==> src/rtl/lab_pkg.sv <==
// Shared definitions for the audio frame sequencer.
//   DATA_W      default sample width (signed two's complement)
//   FX_TIMEOUT  default FX watchdog limit in clk cycles
//   CNT_W       default width of the frame and timeout counters
//   seq_state_t sequencer state: capture, FX processing, DAC playback
package lab_pkg;

    localparam int DATA_W     = 16;
    localparam int FX_TIMEOUT = 1024;
    localparam int CNT_W      = 16;

    typedef enum logic [1:0] {
        SEQ_CAPTURE  = 2'd0,
        SEQ_PROCESS  = 2'd1,
        SEQ_PLAYBACK = 2'd2
    } seq_state_t;

endpackage

==> src/rtl/audio_chan_slot.sv <==
// One audio channel slot: a sample register plus a single handshake flag.
// Capture slots use the flag as "ready" (reset to 1), playback slots use it
// as "valid" (reset to 0).
// Ports:
//   clk, reset_n   clock, synchronous active-low reset
//   load, d        write d into the sample register
//   set, clr       raise / lower the flag (clr wins if both are high)
//   q              held sample
//   flag           handshake flag (ready or valid, depending on use)
module audio_chan_slot
    import lab_pkg::*;
#(
    parameter int W          = DATA_W,
    parameter bit FLAG_RESET = 1'b0
) (
    input  logic         clk,
    input  logic         reset_n,
    input  logic         load,
    input  logic [W-1:0] d,
    input  logic         set,
    input  logic         clr,
    output logic [W-1:0] q,
    output logic         flag
);

    always_ff @(posedge clk) begin
        if (!reset_n) begin
            q    <= '0;
            flag <= FLAG_RESET;
        end else begin
            if (load) begin
                q <= d;
            end
            if (clr) begin
                flag <= 1'b0;
            end else if (set) begin
                flag <= 1'b1;
            end
        end
    end

endmodule

==> src/rtl/audio_frame_sequencer.sv <==
// Stereo frame sequencer between codec ADC sources, an FX chain and DAC sinks.
// Each frame: capture one L/R pair, pulse fx_start, wait for fx_done, then
// hand the processed pair to the DAC. Mute is latched when the frame's second
// sample is captured and applies to that frame's output only.
// Optional feature macro: AUDIO_SEQ_WATCHDOG_EN -- when defined, a PROCESS
// watchdog bypasses the FX result with the dry samples after FX_TIMEOUT cycles
// and counts expiries in timeout_count; otherwise PROCESS waits indefinitely
// and timeout_count is tied to 0.
// Ports:
//   clk, reset_n            clock, synchronous active-low reset
//   adc_data/valid/ready    ADC streams, index 0 = left, 1 = right
//   dac_data/valid/ready    DAC streams, index 0 = left, 1 = right
//   mute                    zero the outputs of the frame it is latched in
//   fx_start, fx_in_l/r     FX launch pulse and captured samples
//   fx_done, fx_out_l/r     FX result strobe and processed samples
//   busy                    high in PROCESS or PLAYBACK
//   frame_count             completed frames (wrapping)
//   timeout_count           watchdog expiries (saturating)
//   dbg_state               current sequencer state
//
// Handshake: a sample transfers on a clk edge where valid and ready are both
// high. Our valid (dac_valid) and ready (adc_ready) are registered and never
// depend combinationally on the partner's ready/valid; once dac_valid[c] rises
// it stays high with dac_data[c] stable until the transfer occurs.
module audio_frame_sequencer #(
    parameter int DATA_W     = lab_pkg::DATA_W,
    parameter int FX_TIMEOUT = lab_pkg::FX_TIMEOUT,
    parameter int CNT_W      = lab_pkg::CNT_W
) (
    input  logic                   clk,
    input  logic                   reset_n,
    input  logic [1:0][DATA_W-1:0] adc_data,
    input  logic [1:0]             adc_valid,
    output logic [1:0]             adc_ready,
    output logic [1:0][DATA_W-1:0] dac_data,
    output logic [1:0]             dac_valid,
    input  logic [1:0]             dac_ready,
    input  logic                   mute,
    output logic                   fx_start,
    output logic [DATA_W-1:0]      fx_in_l,
    output logic [DATA_W-1:0]      fx_in_r,
    input  logic                   fx_done,
    input  logic [DATA_W-1:0]      fx_out_l,
    input  logic [DATA_W-1:0]      fx_out_r,
    output logic                   busy,
    output logic [CNT_W-1:0]       frame_count,
    output logic [CNT_W-1:0]       timeout_count,
    output lab_pkg::seq_state_t    dbg_state
);

    import lab_pkg::*;

    if (FX_TIMEOUT < 1) begin : g_bad_timeout
        $error("FX_TIMEOUT must be at least 1");
    end

    seq_state_t             state;
    logic                   mute_f;
    logic [1:0]             cap_ready;
    logic [1:0]             pb_valid;
    logic [1:0][DATA_W-1:0] cap_q;
    logic [1:0][DATA_W-1:0] pb_q;
    logic [1:0][DATA_W-1:0] pb_d;
    logic [1:0]             cap_hs;
    logic [1:0]             pb_hs;
    logic                   capture_done;
    logic                   playback_done;
    logic                   fx_accept;
    logic                   wd_expire;
    logic                   pb_load;

`ifdef AUDIO_SEQ_WATCHDOG_EN
    logic [CNT_W-1:0] wd_cnt;
    logic [CNT_W-1:0] tmo_cnt;
`endif

    always_comb begin
        cap_hs = adc_valid & cap_ready;
        pb_hs  = dac_ready & pb_valid;
        // A channel counts as captured if it already is, or transfers now.
        capture_done  = (state == SEQ_CAPTURE) && ((~cap_ready | adc_valid) == 2'b11);
        playback_done = (state == SEQ_PLAYBACK) && ((~pb_valid | dac_ready) == 2'b11);
        fx_accept     = (state == SEQ_PROCESS) && fx_done;
`ifdef AUDIO_SEQ_WATCHDOG_EN
        // fx_done in the expiry cycle takes priority over the dry bypass.
        wd_expire = (state == SEQ_PROCESS) && !fx_done &&
                    (wd_cnt == CNT_W'(FX_TIMEOUT - 1));
`else
        wd_expire = 1'b0;
`endif
        pb_load = fx_accept | wd_expire;
        if (mute_f) begin
            pb_d = '0;
        end else if (fx_accept) begin
            pb_d = {fx_out_r, fx_out_l};
        end else begin
            pb_d = cap_q;
        end
    end

    for (genvar c = 0; c < 2; c++) begin : g_chan
        // Capture flag is adc_ready: drops on transfer, re-arms at frame end.
        audio_chan_slot #(.W(DATA_W), .FLAG_RESET(1'b1)) u_cap (
            .clk     (clk),
            .reset_n (reset_n),
            .load    (cap_hs[c]),
            .d       (adc_data[c]),
            .set     (playback_done),
            .clr     (cap_hs[c]),
            .q       (cap_q[c]),
            .flag    (cap_ready[c])
        );

        // Playback flag is dac_valid: raised with the result, drops on transfer.
        audio_chan_slot #(.W(DATA_W), .FLAG_RESET(1'b0)) u_pb (
            .clk     (clk),
            .reset_n (reset_n),
            .load    (pb_load),
            .d       (pb_d[c]),
            .set     (pb_load),
            .clr     (pb_hs[c]),
            .q       (pb_q[c]),
            .flag    (pb_valid[c])
        );
    end

    always_ff @(posedge clk) begin
        if (!reset_n) begin
            state       <= SEQ_CAPTURE;
            fx_start    <= 1'b0;
            busy        <= 1'b0;
            mute_f      <= 1'b0;
            frame_count <= '0;
        end else begin
            fx_start <= 1'b0;
            case (state)
                SEQ_CAPTURE: begin
                    if (capture_done) begin
                        state    <= SEQ_PROCESS;
                        fx_start <= 1'b1;
                        busy     <= 1'b1;
                        mute_f   <= mute;
                    end
                end
                SEQ_PROCESS: begin
                    if (pb_load) begin
                        state <= SEQ_PLAYBACK;
                    end
                end
                SEQ_PLAYBACK: begin
                    if (playback_done) begin
                        state       <= SEQ_CAPTURE;
                        busy        <= 1'b0;
                        frame_count <= frame_count + CNT_W'(1);
                    end
                end
                default: begin
                    state <= SEQ_CAPTURE;
                    busy  <= 1'b0;
                end
            endcase
        end
    end

`ifdef AUDIO_SEQ_WATCHDOG_EN
    // wd_cnt is 0 in the fx_start cycle and counts each PROCESS cycle.
    always_ff @(posedge clk) begin
        if (!reset_n) begin
            wd_cnt  <= '0;
            tmo_cnt <= '0;
        end else begin
            if (state != SEQ_PROCESS) begin
                wd_cnt <= '0;
            end else begin
                wd_cnt <= wd_cnt + CNT_W'(1);
            end
            if (wd_expire && (tmo_cnt != '1)) begin
                tmo_cnt <= tmo_cnt + CNT_W'(1);
            end
        end
    end

    assign timeout_count = tmo_cnt;
`else
    assign timeout_count = '0;
`endif

    assign adc_ready = cap_ready;
    assign dac_valid = pb_valid;
    assign dac_data  = pb_q;
    assign fx_in_l   = cap_q[0];
    assign fx_in_r   = cap_q[1];
    assign dbg_state = state;

endmodule
==> config.mk <==
export PLATFORM = sky130hd
export DESIGN_NAME = audio_frame_sequencer
export DESIGN_NICKNAME = d
export VERILOG_FILES = /design/src/rtl/lab_pkg.sv /design/src/rtl/audio_chan_slot.sv /design/src/rtl/audio_frame_sequencer.sv
export SDC_FILE = /design/constraint.sdc
export NUM_CORES = 1
export LEC_CHECK = 0
export CAP_MARGIN = 20
export CORE_MARGIN = 4
export CORE_UTILIZATION = 39
export CTS_CLUSTER_DIAMETER = 50
export CTS_CLUSTER_SIZE = 8
export DETAILED_ROUTE_END_ITERATION = 8
export PLACE_DENSITY = 0.85
export SKIP_CTS_REPAIR_TIMING = 1
export SYNTH_ARGS = -nofsm -noshare
export SYNTH_HDL_FRONTEND = slang
export SYNTH_HIERARCHICAL = 1
export SYNTH_SLANG_ARGS = --single-unit
==> constraint.sdc <==
create_clock -name clk -period 2.04 [get_ports clk]
set_clock_uncertainty 0.05 [all_clocks]
set_input_delay 0.612 -clock clk [delete_from_list [all_inputs] [get_ports clk]]
set_output_delay 0.612 -clock clk [all_outputs]
set_load 0.02 [all_outputs]
# Yosys cells after proc, flatten, opt, wreduce, memory -nomap -nowiden
# Index checks and enable logic that the tools add are counted.
[totals] register_bits=89 in_bits=72
[op_classes] bitwise_logic=8 n_addsub=1 n_mux=12 n_reduce_logical=13 n_eq_ne=7
[op_table] cell="two-way mux 32 bit" n=1
[op_table] cell="adder 16 x 1 -> 16 bit, second input constant" n=1
[op_table] cell="equality test 2 bit, second input constant" n=3
[op_table] cell="two-way mux 1 bit" n=6
[op_table] cell="two-way mux 2 bit" n=3
[op_table] cell="case mux 2 bit (3 select lines)" n=1
[op_table] cell="AND reduction 2 bit" n=3
[op_table] cell="AND reduction 3 bit" n=2
[op_table] cell="bitwise AND 2 bit" n=2
[op_table] cell="inequality test 2 bit, second input constant" n=2
[op_table] cell="NOT 2 bit" n=2
[op_table] cell="bitwise OR 2 bit" n=2
[op_table] cell="nonzero test 2 bit" n=2
[op_table] cell="OR reduction 2 bit" n=2
[op_table] cell="logical AND 1 bit" n=3
[op_table] cell="case mux 1 bit (3 select lines)" n=1
[op_table] cell="equality test 2 x 1 -> 1 bit, second input constant" n=1
[op_table] cell="logical NOT 2 bit" n=1
[op_table] cell="inequality test 2 x 1 -> 1 bit, second input constant" n=1
[op_table] cell="NOT 1 bit" n=2

# Longest topological paths before layout
# Gate-level depths: netlist of run 1.
[logic_depth] depth_word=6 depth_mapped=9

# By module
# The synthesis of run 1 kept the hierarchy.
[by_module_without_submodules] mod="audio_frame_sequencer" n_inst=1 area_each_um2=1582.8 cells_per_inst=241
[by_module_without_submodules] mod="audio_chan_slot at g_chan[0].u_pb ..." n_inst=2 area_each_um2=646.9 cells_per_inst=54
[by_module_without_submodules] mod="audio_chan_slot at g_chan[0].u_cap ..." n_inst=2 area_each_um2=644.4 cells_per_inst=54

# Least setup slack after synthesis of run 1
# Ideal clock, no wire load.
[synth_timing] path_kind="input -> register" from="in fx_done" to="reg g_chan[0].u_pb.q[10]" n_path_buf=4 path_slack_ns=-0.028 stages=9 arrival_time_ns=1.902 path_cell_list="nand2_1 or2_2 clkbuf_1 clkinv_1 buf_2 buf_6 buf_12 mux2i_1 nor2b_1"
[synth_via] elab_chain_cells=1
[synth_rtl] item="start: declaration" line_no="audio_frame_sequencer.sv:42" rtl="input logic fx_done,"
[synth_rtl] item="logical AND 1 bit" line_no="audio_frame_sequencer.sv:83" rtl="fx_accept = (state == SEQ_PROCESS) && fx_done;"
[synth_rtl] item="named net fx_accept" line_no="audio_frame_sequencer.sv:68" rtl="logic fx_accept;"
[synth_rtl] item="end signal: assignment" line_no="audio_chan_slot.sv:28" rtl="q <= '0;"
[synth_rtl] item="end signal: assignment" line_no="audio_chan_slot.sv:32" rtl="q <= d;"
[synth_rtl] item="end: declaration" line_no="audio_chan_slot.sv:22" rtl="output logic [W-1:0] q,"
# The timed path passes the listed nets, and every way through them passes these cells.
# A chain may end at the register's enable or synchronous reset.

# Final worst setup path of run 1
[layout_timing] from="reg g_chan[0].u_cap.q[5]" to="out fx_in_l[5]"
[layout_rtl] item="start: declaration" line_no="audio_chan_slot.sv:22"
[layout_rtl] item="start signal: assignment" line_no="audio_chan_slot.sv:28"
[layout_rtl] item="start signal: assignment" line_no="audio_chan_slot.sv:32"
[layout_rtl] item="end: declaration" line_no="audio_frame_sequencer.sv:40" rtl="output logic [DATA_W-1:0] fx_in_l,"
# No word-level cell between the ends.

==> results by group, run 1 <==
Status
  • Status: completed

Placed design
  • Gpl congestion: 0.832
  • Detail Placement HPWL: 8.37 mm
  • PortBufs: about 160
  • Number of placed instances, taps included: 746
  • Dpl ws: -0.291 ns

Power
  • Worst vdd ir: 0.371 mV
  • Static Leak: between 2 and 3 nW
  • Overall power: 0.00382 W
  • Net Sw Frac: 26.8%
  • Power per cell area: ~610 nW/um^2
  • Comb power frac: 20.5%
  • NetSw: approximately 0.001 W
  • Part of the power in registers: approximately half
  • Clk pwr share: 30.9%
  • Pint: between 0.002 and 0.003 W

Timing
  • Final Critical Period: 1.99 ns
  • Hold slack: about 0.44 ns
  • Worst-Margin Slew: roughly 0.52 ns
  • Hold Vio Cnt, Final: 0
  • Period utilisation layout: 97.6%
  • PnR worst setup slack: 0.0482 ns
  • RSZ-0062 raised after global routing: false
  • Fmax: about 0.50 GHz
  • Rel. slew slack: about 65%
  • Setup Viol. Count Final: 0
  • Pins Over Slew Limit: 0

Yosys
  • Most common cell in the netlist: dfxtp_1
  • Post-synth ARST share: 0%
  • #FFs+latches synth: 89
  • Avg Cell Area, Syn: between 9 and 10 sq um
  • Most frequently used flop master after synthesis: dfxtp_1
  • Post-synth top area cell: dfxtp_1
  • Top cell type's share of synthesized area: 42.8%
  • Synth warn: 6
  • Cells after synthesis: between 400 and 500
  • Synth area leaders: dfxtp_1 (43%), mux2i_1 (16%), nor2b_1 (9.6%)
  • Post-synth EDFFs: 0
  • Mapped Area: 4170 sq um
  • Top cells by count, synth: dfxtp_1 (89), nand2_1 (71), mux2i_1 (65), nor2b_1 (64), a21oi_1 (47)
  • Post-synth cell types: 41
  • Sequential fraction of the synthesis area: 42.8%

GRT
  • Pin count of the biggest net entering global routing: 55
  • Gr usage total: 18.2%
  • Initial antenna violation count: 0
  • GRT overflow: 0
  • First-pass GRT wire length: 18.9 mm
  • Vias in the first global route: 3,776

Route
  • Remaining DRCs: 0
  • Antenna-violating nets left: 0
  • 1st-iter DRT viols: 133
  • WL/cell: 15.5 um
  • Pre-Repair DR Iteration Count: 4
  • DR vias: 3,722
  • Via-to-Cell Ratio: 4.87
  • Total Wirelength: 11.8 mm

Worst setup path
  • CP peak stage delay: 0.62 ns
  • Worst R2R Path Depth: 5
  • CP Cell Sequence: clkdlybuf4s50_1
  • CP Class: register to output pin
  • Required @ worst endpoint: ~1.4 ns
  • CP arrival: 1.33 ns
  • Maximum fanout along the worst path: 3
  • CP Launch Type: register
  • CP delay by family, top: buffers and inverters
  • CP max stage cell: clkdlybuf4s50_1
  • Kind of end point of the critical path: output pin
  • End of the worst register-to-register path: frame_count[14]$_SDFFE_PN0P_
  • Reg2Reg Setup Slack: ~0.20 ns
  • FF-to-FF Start: frame_count[0]$_SDFFE_PN0P_
  • Worst path bufs/invs: 1

Cells and area
  • P&R area growth vs syn: 50.0%
  • Final Non-Filler Cells: 764
  • Ratio of cells with drive above 1 in the final layout: around 8%
  • Final #Nets: 696
  • Antenna cell count: 0

Die
  • Floorplan die width: 111 um
  • Core ar.: 10,400 sq um
  • Die area: 12,400 sq um
  • FP Rows: 37
  • IO Pins: 176
  • Die height: 111 um
  • Starting Density: 40.2%

CTS
  • CTS max path bufs: 2
  • CTS tree: built
  • Htree depth: 3
  • Num CTS Buffers: 9
  • Worst skew pair latency: 0.35 ns
  • CTS Sinks: around 90
  • CTS clk-pin slew, worst paths: 0.08 ns
  • Root Buffer: clkbuf_8

Worst hold path
  • Class of the worst hold path: register to register
  • Hold path cells: 2
  • Hold path endpoint: busy$_SDFFE_PN0P_
  • Hold Startpoint: busy$_SDFFE_PN0P_

Job
  • Max cap viols: 0
placed cells by master (no fill, tap or decap), types with 8 or more instances in the layout:
master and instances:
nor2b_1 64, clkbuf_8 13, o21ai_0 8, nand2_1 71, conb_1 16, clkdlybuf4s50_1 114, mux2i_1 65, nor2_1 12
buf_4 15, a21oi_1 46, dfxtp_1 88, dlymetal6s2s_1 44
final cells by class:
class	instances	area, sq um
Inverter	6	27.5
Clock buffer	15	186
Tap cell	136	170
Clock inverter	1	7.51
Sequential cell	89	1780
Timing Repair Buffer	182	1970
Multi-Input combinational cell	335	2110
Fill cell	880	4120
power groups by stage:
| stage | clock network, W | logic, W | registers (W) |
|---|---|---|---|
| final | 0.00118 | 0.000782 | 0.00186 |
| after global routing | 0.00128 | 0.000845 | 0.00187 |
| after CTS | 0.00121 | 0.000772 | 0.00186 |
| after detailed placement | 0 | 0.000769 | 0.00190 |
| after global placement | 0 | 0.000755 | 0.00190 |
| after floorplan | 0 | 0.000366 | 0.00197 |
sequential cells by signal (all words and copies together), names as in the netlist:
register and count:
g_chan.u_cap/q 32, g_chan.u_pb/q 32, frame_count 16, dbg_state 2, g_chan.u_cap/flag 2, g_chan.u_pb/flag 2, busy 1, fx_start 1
mute_f 1
worst max path at each step:
stage / startpoint / end / slack (ns) / depth (start not counted)
6_report: g_chan[0].u_cap/q[5]$_SDFFE_PN0P_ / fx_in_l[5] / 0.05 / 1
3_5_place_dp: fx_done / g_chan[0].u_pb/q[10]$_SDFFE_PN0P_ / -0.29 / 9
5_1_grt: g_chan[1].u_pb/q[15]$_SDFFE_PN0P_ / dac_data[31] / 0.0006 / 1
4_1_cts: dbg_state[1]$_SDFFE_PN0P_ / dbg_state[1] / -0.16 / 1
2_1_floorplan: fx_done / g_chan[0].u_pb/q[10]$_SDFFE_PN0P_ / 0.03 / 9
3_3_place_gp: dac_ready[1] / frame_count[15]$_SDFFE_PN0P_ / -0.24 / 6
per-layer routing:
layer / track usage (%) / vias up / wire [um]
met2: 31.8 / 121 / 5790
li1: - / 1835 / -
met4: 4.22 / 0 / 119
met1: 22.0 / 1756 / 5130
met5: 0 / - / 0
met3: 5.33 / 10 / 771
per-stage QoR:
stage / utilization, % / TNS (ns) / instance area, sq um
after CTS: 58.5 / -1.10 / 6060
after global placement: 56.6 / -8.02 / 5870
after floorplan: - / 0 / 4220
final: 60.2 / 0 / 6250
after global routing: 60.2 / 0 / 6250
after detailed placement: 56.6 / -9.83 / 5870
cell families (layout without fill, tap and decap cells):
group | count (synthesis) | count (layout) | synth area share, %
and+or+nand+nor | 186 | 186 | 24.1
muxes | 65 | 65 | 15.6
xor gates and xnor gates | 5 | 5 | 1.05
other | 1 | 16 | 0.0900
buffers and inverters | 48 | 204 | 8.14
DFF | 89 | 89 | 42.8
adders and majority gates | 1 | 1 | 0.300
AOI/OAI and AO/OA | 62 | 62 | 7.93
(Power assumes the default switching activity.)
==> run 2: changes to the inputs <==
--- a/config.mk
+++ b/config.mk
@@ -17,3 +17,4 @@
 export SYNTH_HDL_FRONTEND = slang
 export SYNTH_HIERARCHICAL = 1
 export SYNTH_SLANG_ARGS = --single-unit
+export TNS_END_PERCENT = 1
==> run 2 against run 1 <==
- sequential share of layout area increased by 0.26 points
- routed wire length shrank 2.9%
- via count fell by 0.64%
- maximum frequency hardly changed
- combinational power down 2%
- first-iteration DRC count decreased by 7.5%
- critical path depth did not move
- final cell count fell by 0.26%
- clock power is essentially flat
- core utilization decreased by 0.54 points
- largest power group unchanged
==> results by group, run 2 (synthesis gave the netlist of run 1 again) <==
CTS
  • CTS clk-pin slew, worst paths: 0.08 ns (about the same)
  • CTS max path bufs: 2 (unchanged)
  • Htree depth: 3 (unchanged)
  • CTS tree: built
  • CTS Sinks: 89 (unchanged)
  • Worst skew pair latency: 0.35 ns (about the same)
  • Num CTS Buffers: 9 (unchanged)
  • Root Buffer: clkbuf_8

Route
  • WL/cell: 15.1 um (-2.6%)
  • 1st-iter DRT viols: 123 (-7.5%)
  • Total Wirelength: 11.5 mm (-2.9%)
  • Via-to-Cell Ratio: 4.85 (-0.38%)
  • Antenna-violating nets left: 0 (unchanged)
  • DR vias: 3,698 (-0.64%)
  • Remaining DRCs: 0 (unchanged)
  • Pre-Repair DR Iteration Count: 4 (unchanged)

Timing
  • Worst-Margin Slew: 0.522 ns (+0.00114 ns)
  • RSZ-0062 raised after global routing: false
  • Final Critical Period: 1.99 ns (-0.000134 ns)
  • Period utilisation layout: 97.6% (about the same)
  • Setup TNS: 0 ns (unchanged)
  • PnR worst setup slack: 0.0483 ns (+0.000134 ns)
  • Setup Viol. Count Final: 0 (unchanged)
  • Hold Vio Cnt, Final: 0 (unchanged)
  • Rel. slew slack: 65.0% (-0.077 points)
  • Pins Over Slew Limit: 0 (unchanged)
  • Fmax: 0.502 GHz (about the same)

Power
  • Power per cell area: 615 nW/um^2 (+0.51%)
  • Static Leak: 2.93 nW (-0.81%)
  • Worst vdd ir: 0.372 mV (+0.14%)

Worst setup path
  • End of the worst register-to-register path: frame_count[14]$_SDFFE_PN0P_
  • CP delay by family, top: buffers and inverters
  • FF-to-FF Start: frame_count[0]$_SDFFE_PN0P_
  • Kind of end point of the critical path: output pin
  • Required @ worst endpoint: 1.38 ns (about the same)
  • CP Cell Sequence: clkdlybuf4s50_1
  • Worst R2R Path Depth: 5 (unchanged)
  • CP peak stage delay: 0.62 ns (about the same)
  • Stages on the worst setup path: 1 (unchanged)
  • CP max stage cell: clkdlybuf4s50_1
  • CP Class: register to output pin
  • CP arrival: 1.33 ns (about the same)
  • Maximum fanout along the worst path: 3 (unchanged)
  • CP Launch Type: register
  • Reg2Reg Setup Slack: 0.20 ns (about the same)
  • Worst path bufs/invs: 1 (unchanged)

Worst hold path
  • Class of the worst hold path: register to register
  • Hold Startpoint: busy$_SDFFE_PN0P_
  • Hold path cells: 2 (unchanged)
  • Hold path endpoint: busy$_SDFFE_PN0P_

Cells and area
  • Antenna cell count: 0 (unchanged)
  • Commonest non-fill, non-tap cells in the layout: clkdlybuf4s50_1 (114), dfxtp_1 (88), nand2_1 (71), mux2i_1 (65), nor2b_1 (64)
  • P&R area growth vs syn: 48.6%
  • Ratio of cells with drive above 1 in the final layout: 7.83% (+0.025 points)
  • Final core occ: 59.7% (-0.54 points)
  • Final #Nets: 694 (-0.29%)
  • Largest registers: g_chan.u_cap/q (32), g_chan.u_pb/q (32), frame_count (16)
  • Most common cell after layout, fill and taps aside: clkdlybuf4s50_1
  • Design Area, Final: 6190 sq um (-0.90%)
  • Final Non-Filler Cells: 762 (-0.26%)
  • Fillcell total: 890 (+1.1%)

Die
  • Starting Density: 40.2% (unchanged)
  • Floorplan die width: 111 um (unchanged)
  • FP Rows: 37 (unchanged)
  • Die height: 111 um (unchanged)
  • Core ar.: 10,400 sq um (unchanged)
  • IO Pins: 176 (unchanged)
  • Die area: 12,400 sq um (unchanged)

Placed design
  • Dpl ws: -0.291 ns (unchanged)
  • Detail Placement HPWL: 8.37 mm (unchanged)
  • Placed inst area: 5870 sq um (unchanged)
  • Number of placed instances, taps included: 746 (unchanged)
  • PortBufs: 159 (unchanged)
  • Gpl congestion: 0.832 (unchanged)

GRT
  • Vias in the first global route: 3,776 (unchanged)
  • Pin count of the biggest net entering global routing: 55 (unchanged)
  • Initial antenna violation count: 0 (unchanged)
  • First-pass GRT wire length: 18.9 mm (unchanged)
  • Gr usage total: 18.2% (unchanged)
  • GRT overflow: 0 (unchanged)

Status
  • Status: completed

Job
  • Max cap viols: 0 (unchanged)
run 2: worst max-delay path by stage:
stage                                                  from  slack (ns)                                 to
after floorplan                                     fx_done        0.03  g_chan[0].u_pb/q[10]$_SDFFE_PN0P_
after global placement                         dac_ready[1]       -0.24       frame_count[15]$_SDFFE_PN0P_
after detailed placement                            fx_done       -0.29  g_chan[0].u_pb/q[10]$_SDFFE_PN0P_
after CTS                         dbg_state[1]$_SDFFE_PN0P_       -0.16                       dbg_state[1]
after global routing      g_chan[1].u_pb/q[15]$_SDFFE_PN0P_      0.0006                       dac_data[31]
final                     g_chan[0].u_cap/q[5]$_SDFFE_PN0P_        0.05                         fx_in_l[5]
run 2: layout make-up:
class / count / area, sq um / area share, %
multi-input cells: 335 / 2110 / 34.2
well taps: 136 / 170 / 2.75
clock inverters: 1 / 7.51 / 0.121
inverters: 6 / 25.0 / 0.404
clock buffers: 15 / 186 / 3.01
repair buffers: 180 / 1900 / 30.8
flip-flops and latches: 89 / 1780 / 28.8
run 2: metrics by stage:
stage | power (W) | hold slack [ns]
2_1_floorplan | 0.00234 | 0.495
3_3_place_gp | 0.00265 | 0.418
3_5_place_dp | 0.00267 | 0.430
4_1_cts | 0.00384 | 0.443
5_1_grt | 0.00398 | 0.471
6_report | 0.00381 | 0.443
run 2: report_power, final:
part	internal [W]	total [W]	switching (W)	leakage, nW
combinational	0.000402	0.000765	0.000363	2.11
sequential	0.00181	0.00186	0.0000541	0.725
clock	0.000579	0.00118	0.000604	0.0960
run 2: routing by layer:
| layer | wire [um] | GRT usage [%] |
|---|---|---|
| met5 | 0 | 0 |
| met4 | 121 | 4.22 |
| met2 | 5660 | 31.8 |
| met1 | 4900 | 22.0 |
| met3 | 791 | 5.33 |
run 2: worst min-delay path: cells and delay by family (launching register included):
kind	cells	cell delay (ns)
AO/OA/AOI/OAI	1	0.06
flip-flops	1	0.33
AND/OR/NAND/NOR	1	0.06
==> run 3: changes to the inputs <==
--- a/config.mk
+++ b/config.mk
@@ -9,7 +9,6 @@
 export CORE_MARGIN = 4
 export CORE_UTILIZATION = 39
 export CTS_CLUSTER_DIAMETER = 50
-export CTS_CLUSTER_SIZE = 8
 export DETAILED_ROUTE_END_ITERATION = 8
 export PLACE_DENSITY = 0.85
 export SKIP_CTS_REPAIR_TIMING = 1
==> results of run 3 <==
Same layout as run 2: the final DEF is identical, and so are final timing and power.
